`config.mk`:
```
export PLATFORM = sky130hd
export DESIGN_NAME = adc_scan_averager
export DESIGN_NICKNAME = d
export VERILOG_FILES = /design/src/rtl/adc_scan_averager.sv
export SDC_FILE = /design/constraint.sdc
export NUM_CORES = 1
export LEC_CHECK = 0
export BUFFER_PORTS_ARGS = -buffer_cell sky130_fd_sc_hd__buf_2
export CAP_MARGIN = 30
export CORE_ASPECT_RATIO = 1.75
export CORE_MARGIN = 2
export CORE_UTILIZATION = 60
export DETAILED_ROUTE_END_ITERATION = 8
export GPL_ROUTABILITY_DRIVEN = 0
export HOLD_SLACK_MARGIN = 0.03
export PLACE_DENSITY = 0.92
export SETUP_SLACK_MARGIN = 0.1
export SYNTH_ARGS = -nofsm -noshare
export SYNTH_HDL_FRONTEND = slang
export SYNTH_SLANG_ARGS = --single-unit
```
`constraint.sdc`:
```
create_clock -name clk -period 3.6 [get_ports clk]
set_clock_uncertainty 0.05 [all_clocks]
set_input_delay 0.36 -clock clk [delete_from_list [all_inputs] [get_ports clk]]
set_output_delay 0.36 -clock clk [all_outputs]
set_load 0.005 [all_outputs]
```
`src/rtl/adc_scan_averager.sv`:
```
// adc_scan_averager
//
// Round-robin channel scanner and boxcar averager for the LTC2308 serial ADC interface.
// Presents a channel select to the ADC, drops the first (stale) result after each channel
// change, sums 2^AVG_LOG2 results and emits their truncated mean with a one-cycle strobe.
//
// Ports:
//   clk         system clock, shared with the ADC interface
//   reset_n     asynchronous active-low reset, shared with the ADC interface
//   enable      scan request, sampled on capture cycles only
//   adc_result  12-bit conversion result from the ADC interface
//   chan        registered channel select to the ADC interface
//   ch_data     averaged sample, held between strobes
//   ch_idx      channel number of ch_data, held between strobes
//   ch_valid    one-cycle strobe marking a new ch_data/ch_idx
//   scan_done   one-cycle strobe coincident with ch_valid for the last channel
module adc_scan_averager #(
    parameter int unsigned NUM_CH    = 8,
    parameter int unsigned AVG_LOG2  = 2,
    parameter int unsigned FRAME_LEN = 16
) (
    input  logic        clk,
    input  logic        reset_n,
    input  logic        enable,
    input  logic [11:0] adc_result,
    output logic [2:0]  chan,
    output logic [11:0] ch_data,
    output logic [2:0]  ch_idx,
    output logic        ch_valid,
    output logic        scan_done
);

    localparam int unsigned FcntW = (FRAME_LEN > 1) ? $clog2(FRAME_LEN) : 1;
    localparam int unsigned AccW  = 12 + AVG_LOG2;
    localparam int unsigned CntW  = AVG_LOG2 + 1;

    localparam logic [FcntW-1:0] LastFcnt = FcntW'(FRAME_LEN - 1);
    localparam logic [CntW-1:0]  LastCnt  = CntW'((1 << AVG_LOG2) - 1);
    localparam logic [2:0]       LastCh   = 3'(NUM_CH - 1);

    typedef enum logic [1:0] {
        StIdle,
        StDiscard,
        StAccum
    } state_e;

    state_e            state_q, state_d;
    logic [FcntW-1:0]  fcnt_q;
    logic [2:0]        chan_q, chan_d;
    logic [AccW-1:0]   acc_q, acc_d;
    logic [CntW-1:0]   cnt_q, cnt_d;
    logic [11:0]       ch_data_q, ch_data_d;
    logic [2:0]        ch_idx_q, ch_idx_d;
    logic              ch_valid_q, ch_valid_d;
    logic              scan_done_q, scan_done_d;

    logic              capture;
    logic [AccW-1:0]   acc_sum;

    // The ADC interface runs the same free-running count off the same reset, so a capture
    // here lines up with the end of its conversion frame.
    assign capture = (fcnt_q == LastFcnt);

    // Width AccW holds 2^AVG_LOG2 full-scale samples exactly, so this sum cannot wrap.
    assign acc_sum = acc_q + AccW'(adc_result);

    always_ff @(posedge clk or negedge reset_n) begin
        if (!reset_n) begin
            fcnt_q <= '0;
        end else if (capture) begin
            fcnt_q <= '0;
        end else begin
            fcnt_q <= fcnt_q + FcntW'(1);
        end
    end

    always_comb begin
        state_d     = state_q;
        chan_d      = chan_q;
        acc_d       = acc_q;
        cnt_d       = cnt_q;
        ch_data_d   = ch_data_q;
        ch_idx_d    = ch_idx_q;
        ch_valid_d  = 1'b0;
        scan_done_d = 1'b0;

        if (capture) begin
            case (state_q)
                StIdle: begin
                    chan_d = '0;
                    if (enable) begin
                        state_d = StDiscard;
                    end
                end
                // The result landing now was converted on the previous channel: drop it.
                StDiscard: begin
                    acc_d   = '0;
                    cnt_d   = '0;
                    state_d = StAccum;
                end
                StAccum: begin
                    if (cnt_q == LastCnt) begin
                        // Mean = sum >> AVG_LOG2, truncated; take the bit slice directly.
                        ch_data_d   = acc_sum[AVG_LOG2 +: 12];
                        ch_idx_d    = chan_q;
                        ch_valid_d  = 1'b1;
                        scan_done_d = (chan_q == LastCh);
                        if (enable) begin
                            chan_d  = (chan_q == LastCh) ? 3'd0 : chan_q + 3'd1;
                            state_d = StDiscard;
                        end else begin
                            chan_d  = '0;
                            state_d = StIdle;
                        end
                    end else begin
                        acc_d = acc_sum;
                        cnt_d = cnt_q + CntW'(1);
                    end
                end
                default: begin
                    chan_d  = '0;
                    state_d = StIdle;
                end
            endcase
        end
    end

    always_ff @(posedge clk or negedge reset_n) begin
        if (!reset_n) begin
            state_q     <= StIdle;
            chan_q      <= '0;
            acc_q       <= '0;
            cnt_q       <= '0;
            ch_data_q   <= '0;
            ch_idx_q    <= '0;
            ch_valid_q  <= 1'b0;
            scan_done_q <= 1'b0;
        end else begin
            state_q     <= state_d;
            chan_q      <= chan_d;
            acc_q       <= acc_d;
            cnt_q       <= cnt_d;
            ch_data_q   <= ch_data_d;
            ch_idx_q    <= ch_idx_d;
            ch_valid_q  <= ch_valid_d;
            scan_done_q <= scan_done_d;
        end
    end

    assign chan      = chan_q;
    assign ch_data   = ch_data_q;
    assign ch_idx    = ch_idx_q;
    assign ch_valid  = ch_valid_q;
    assign scan_done = scan_done_q;

endmodule

```
# [Yosys cells after proc, flatten, opt, wreduce, memory -nomap -nowiden]
# Index checks and enable logic that the tools add are counted.
[word_totals] latchBits=0 ff_bits=43 inputBits=15 mem_bits_ro=0 memories=0 ram_bits=0
[op_classes] n_lt_le_gt_ge=0 multipliers=0 shifts=0 n_addsub=4 muxes=19 bitwise=1 n_eq_ne=8 n_reduce_logical=6 div_mod_pow=0
[ops] op="one-hot mux 14 bit (2 select lines)" n=1
[ops] op="adder 14 x 12 -> 14 bit" n=1
[ops] op="2-to-1 mux 14 bit" n=1
[ops] op="2-to-1 mux 3 bit" n=4
[ops] op="one-hot mux 3 bit (2 select lines)" n=2
[ops] op="AND reduction 3 bit" n=4
[ops] op="2-to-1 mux 1 bit" n=7
[ops] op="adder 3 x 1 -> 3 bit (second input constant)" n=2
[ops] op="!= test 2 bit (second input constant)" n=3
[ops] op="one-hot mux 2 bit (3 select lines)" n=1
[ops] op="adder 4 x 1 -> 4 bit (second input constant)" n=1
[ops] op="== test 4 bit (second input constant)" n=1
[ops] op="2-to-1 mux 2 bit" n=2
[ops] op="2-to-1 mux 4 bit" n=1
[ops] op="== test 3 x 2 -> 1 bit (second input constant)" n=1
[ops] op="== test 3 bit (second input constant)" n=1
[ops] op="== test 2 x 1 -> 1 bit (second input constant)" n=1
[ops] op="== test 2 bit (second input constant)" n=1
[ops] op="logical NOT 2 bit" n=1
[ops] op="nonzero test 2 bit" n=1
[ops] op="NOT 1 bit" n=1

# [Depth between registers and ports, before layout]
[depth] depth_word=5 ltp_mapped=8

# [Worst setup path after synthesis]
# No wires, ideal clock.
[synth_timing] kind="input-to-reg" start="input port adc_result[0]" end="register acc_q[10]" setup_ns=0.137 path_buffers=0 arrival_ns=2.031 stages=8 setup_slack_ns=1.382 path_cell_list="ha_1 > fa_1 > a21o_1 > a311oi_1 > o21ai_1 > and2_1 > o2111ai_1 > o311ai_1"
[synth_between] elab_chain_len=3
[synth_lines] item="from (decl)" line_no="25" source="input logic [11:0] adc_result,"
[synth_lines] item="adder 14 x 12 -> 14 bit" line_no="65" source="assign acc_sum = acc_q + AccW'(adc_result);"
[synth_lines] item="2-to-1 mux 14 bit" line_no="102" source="if (cnt_q == LastCnt) begin"
[synth_lines] item="one-hot mux 14 bit (2 select lines)" line_no="88" source="case (state_q)"
[synth_lines] item="to (signal assigned)" line_no="132" source="acc_q <= '0;"
[synth_lines] item="to (signal assigned)" line_no="141" source="acc_q <= acc_d;"
[synth_lines] item="to (decl)" line_no="50" source="logic [AccW-1:0] acc_q, acc_d;"
# No other way between the ends. The select of a mux whose other input is x is not followed.
# A chain may end at the register's enable or synchronous reset.

# [Final worst setup path]
[layout_timing] start="register acc_q[0]" end="register acc_q[10]"
[layout_between] elab_chain_len=3
[layout_lines] item="adder 14 x 12 -> 14 bit" line_no="65"
[layout_lines] item="2-to-1 mux 14 bit" line_no="102"
[layout_lines] item="one-hot mux 14 bit (2 select lines)" line_no="88"
# No other way between the ends. The select of a mux whose other input is x is not followed.

==> flow_summary.yaml <==
logic_synthesis:
  synth_area_leader_cell: "sky130_fd_sc_hd__dfrtp_1"
  asyncSetResetFlopFracSynth_pct: 100
  yosys.area_share.simple_pct: 12.9
  ys_seq_elements: 43
  synth-adder-area-share_pct: 10.3
  syn_nets: 250
  synth_seq_area_share_pct: 47.8
  compound_gate_fraction_of_synth_area_pct: 18.9
  yosys.area_share.xor_xnor_pct: 4.67
  yosys.cell_types.count: 42
  postSynthCellCount: 217
  synth.cell_area_mm2: 0.00225
  combinational_family_with_the_most_area_after_synthesis: "compound AO/OA/AOI/OAI gates"
  synthDominantCellAreaShare_pct: 47.8
  netlist_top_cells_area: "sky130_fd_sc_hd__dfrtp_1 (48%), sky130_fd_sc_hd__ha_1 (9.4%), sky130_fd_sc_hd__nand2_1 (6.0%), sky130_fd_sc_hd__a22o_1 (4.3%), sky130_fd_sc_hd__o21ai_0 (3.1%)"
  post_synthesis_mux_area_share_pct: 2.39
  post_syn_area_per_cell_um2: 10.4
  count_of_warnings_emitted_by_yosys: 0
  synth-edff-count: 0
  postSynth.topFlopCell: "sky130_fd_sc_hd__dfrtp_1"
timing:
  finalMaxSlewViolations: 0
  worst_slew_margin_relative_to_its_limit_pct: 34.3
  timing.final.setup_violations: 0
  max_freq_ghz: 0.409
  fin_setup_tns_ns: 0
  grt_setup_unrepaired: "false"
  max_slew.worst_pin.slew_ns: 0.982
  report.final.hold_viol_count: 0
  final_period_minus_worst_setup_slack_ns: 2.45
  final.period_utilization_pct: 67.9
place:
  placed_cells: 291
  count_of_port_buffers_added_during_placement: 34
  dp_hpwl_um: 3230
  placed_cell_area_mm2: 0.00244
clock_tree:
  cts_buffers: 5
  post_cts.repair.setup_buffers: 0
  cts-htree-levels: 2
  cts_tree: "yes"
  cts_num_sinks: 43
  cts.reportedPaths.clkPinSlew_ns: 0.09
  insertion_delay_ns: 0.31
  number_of_buffers_between_clock_root_and_the_deepest_sink: 2
  cts_root_buf: "sky130_fd_sc_hd__clkbuf_8"
cells_and_area:
  area.sequential_mm2: 0.00108
  finalNetCount: 287
  layout.cells.most_common: "sky130_fd_sc_hd__dfrtp_1"
  final_cell_count_no_fill: 301
  stdcell_area_mm2: 0.00256
  multi_input_area_mm2: 0.00111
  area_growth_syn_to_layout_pct: 13.6
  fillerInstances: 291
  most-common-layout-cells: "sky130_fd_sc_hd__dfrtp_1 (43), sky130_fd_sc_hd__nand2_1 (36), sky130_fd_sc_hd__buf_2 (34)"
  antenna_cells: 0
  post_route_cells_drive_above_1_share_pct: 20.4
critical_path:
  r2r_start: "acc_q[0]"
  setup.worst_path.start_class: "flop"
  critical_path_class: "reg -> reg"
  worstReg2RegEnd: "acc_q[10]"
  crit_chain: "ha_1 > fa_1 > a21o_1 > a311oi_1 > o21ai_1 > and2_1 > o2111ai_1 > o311ai_1"
  timing.critical_path.arrival_ns: 2.58
  setup.reg_to_reg.worst_slack_ns: 1.15
  timing.critical_path.required_ns: 3.73
  timing.critical_path.fanout_max: 4
  critPathSlowestCell: "sky130_fd_sc_hd__fa_1"
  rr_worst_depth: 8
  cp_slowest_stage_delay_ns: 0.42
  crit_path_end_kind: "flop"
floorplanning:
  die_area_mm2: 0.00428
  pin_count: 35
  die_height_um: 85.1
  core_area_mm2: 0.00363
  initial_utilization_pct: 62.1
  die_width_um: 50.3
  rows: 29
routing:
  drt-initial-drc-count: 62
  vias_per_cell: 6.00
  drtAntennaViolNets: 0
  routed-via-count: 1805
  drt_pre_antenna_iters: 4
  detail_route.wirelength_um: 4700
  route.detailed.drc: 0
  post_drt_wl_per_cell_um: 15.6
run:
  cap_viol_max_count: 0
hold_path:
  start_point_of_the_worst_min_delay_path: "enable"
  hold_depth: 3
  timing.hold.worst_endpoint: "chan[2]"
  hold_path_class: "in -> reg"
global_routing:
  largest_net_degree_at_the_start_of_global_routing: 44
  grt-ovfl-total: 0
  grt_pass1_vias: 1812
  globalRouteTotalUtil_pct: 24.3
  antenna_found_initial: 0
  global_route_wire_length_before_repair_um: 7900
outcome:
  run_status: "finished clean"
power:
  vdd_ir_drop_max_mv: 0.359
  leakage_nw: 1.23
  power_density_mw_per_mm2: 458
[critical path: cells and delay by family (launching register included)]
| kind | cells | cell delay [ns] |
|---|---|---|
| adder cells (fa/ha/maj) | 2 | 0.63 |
| AND/OR/NAND/NOR | 1 | 0.23 |
| flip-flops | 1 | 0.40 |
| AO/OA/AOI/OAI | 5 | 1.02 |
[per-stage QoR]
step	hold WS (ns)	utilization (%)	setup slack [ns]	power [mW]
after floorplan	0.0144	-	1.38	0.788
after global placement	0.404	67.3	1.15	0.848
after detailed placement	0.407	67.3	1.10	0.860
after CTS	0.178	69.7	1.16	1.16
after global routing	0.318	70.5	1.03	1.23
final	0.292	70.5	1.15	1.17
[power breakdown]
| group | switching, mW | leakage, nW | internal, mW |
|---|---|---|---|
| combinational | 0.184 | 0.700 | 0.147 |
| clock | 0.175 | 0.0412 | 0.136 |
| sequential | 0.0186 | 0.491 | 0.512 |
| total | 0.377 | 1.23 | 0.794 |
[metal layers]
metal,global-route usage (%),vias up,part of all wire [%]
li1,-,851,-
met1,28.8,874,39
met2,40.3,61,53
met3,4.40,19,4.3
met4,14.5,0,4.3
met5,0,-,0
[Yosys cell counts (2+ instances only)]
| library cell | n |
|---|---|
| sky130_fd_sc_hd__and3_1 | 2 |
| sky130_fd_sc_hd__o21bai_1 | 2 |
| sky130_fd_sc_hd__inv_1 | 8 |
| sky130_fd_sc_hd__nand3_1 | 3 |
| sky130_fd_sc_hd__xnor2_1 | 8 |
| sky130_fd_sc_hd__a22o_1 | 11 |
| sky130_fd_sc_hd__o311ai_1 | 2 |
| sky130_fd_sc_hd__o21ai_1 | 6 |
| sky130_fd_sc_hd__dfrtp_1 | 43 |
| sky130_fd_sc_hd__xor2_1 | 4 |
| sky130_fd_sc_hd__nand2b_1 | 2 |
| sky130_fd_sc_hd__nor2_1 | 9 |
| sky130_fd_sc_hd__or3_1 | 2 |
| sky130_fd_sc_hd__o21ai_0 | 14 |
| sky130_fd_sc_hd__nand4_1 | 4 |
| sky130_fd_sc_hd__and2_1 | 2 |
| sky130_fd_sc_hd__buf_2 | 3 |
| sky130_fd_sc_hd__a21o_1 | 4 |
| sky130_fd_sc_hd__mux2i_1 | 2 |
| sky130_fd_sc_hd__o2111ai_1 | 2 |
| sky130_fd_sc_hd__mux2_2 | 3 |
| sky130_fd_sc_hd__ha_1 | 17 |
| sky130_fd_sc_hd__a21oi_1 | 10 |
| sky130_fd_sc_hd__nand2_1 | 36 |
[flip-flops by register name, indices dropped and copies added (netlist names)]
signal	cells
state_q	2
ch_idx	3
chan	3
ch_data	12
scan_done	1
cnt_q	3
fcnt_q	4
acc_q	14
ch_valid	1
[worst max-delay path by stage]
stage	start	endpoint	cells past startpoint
6_report	acc_q[0]	acc_q[10]	8
5_1_grt	fcnt_q[0]	ch_data[8]	6
4_1_cts	acc_q[0]	acc_q[10]	8
3_5_place_dp	adc_result[0]	ch_data[8]	9
3_3_place_gp	adc_result[0]	acc_q[10]	9
2_1_floorplan	adc_result[0]	acc_q[10]	8
[logic make-up (layout without fill, tap and decap cells)]
group | count (synthesis) | count (layout)
buf+inv | 14 | 52
xor+xnor | 12 | 12
mux | 5 | 5
fa+ha+maj | 18 | 18
flops | 43 | 43
simple gates | 64 | 64
compound gates | 61 | 61
[cell type report]
class | instances | share of cell area, %
Sequential cell | 43 | 42.1
Tap cell | 46 | 2.25
Timing Repair Buffer | 36 | 7.83
Multi-Input combinational cell | 160 | 43.3
Clock buffer | 6 | 2.84
Clock inverter | 2 | 0.489
Inverter | 8 | 1.17
[timing repair]
action | CTS | global route
hold buffers | 0 | 1
setup endpoints to repair | 0 | 0
resized for setup | 0 | 0
endpoints found under the hold margin | 0 | 43
Note: power is estimated with default switching activity, not from simulation.
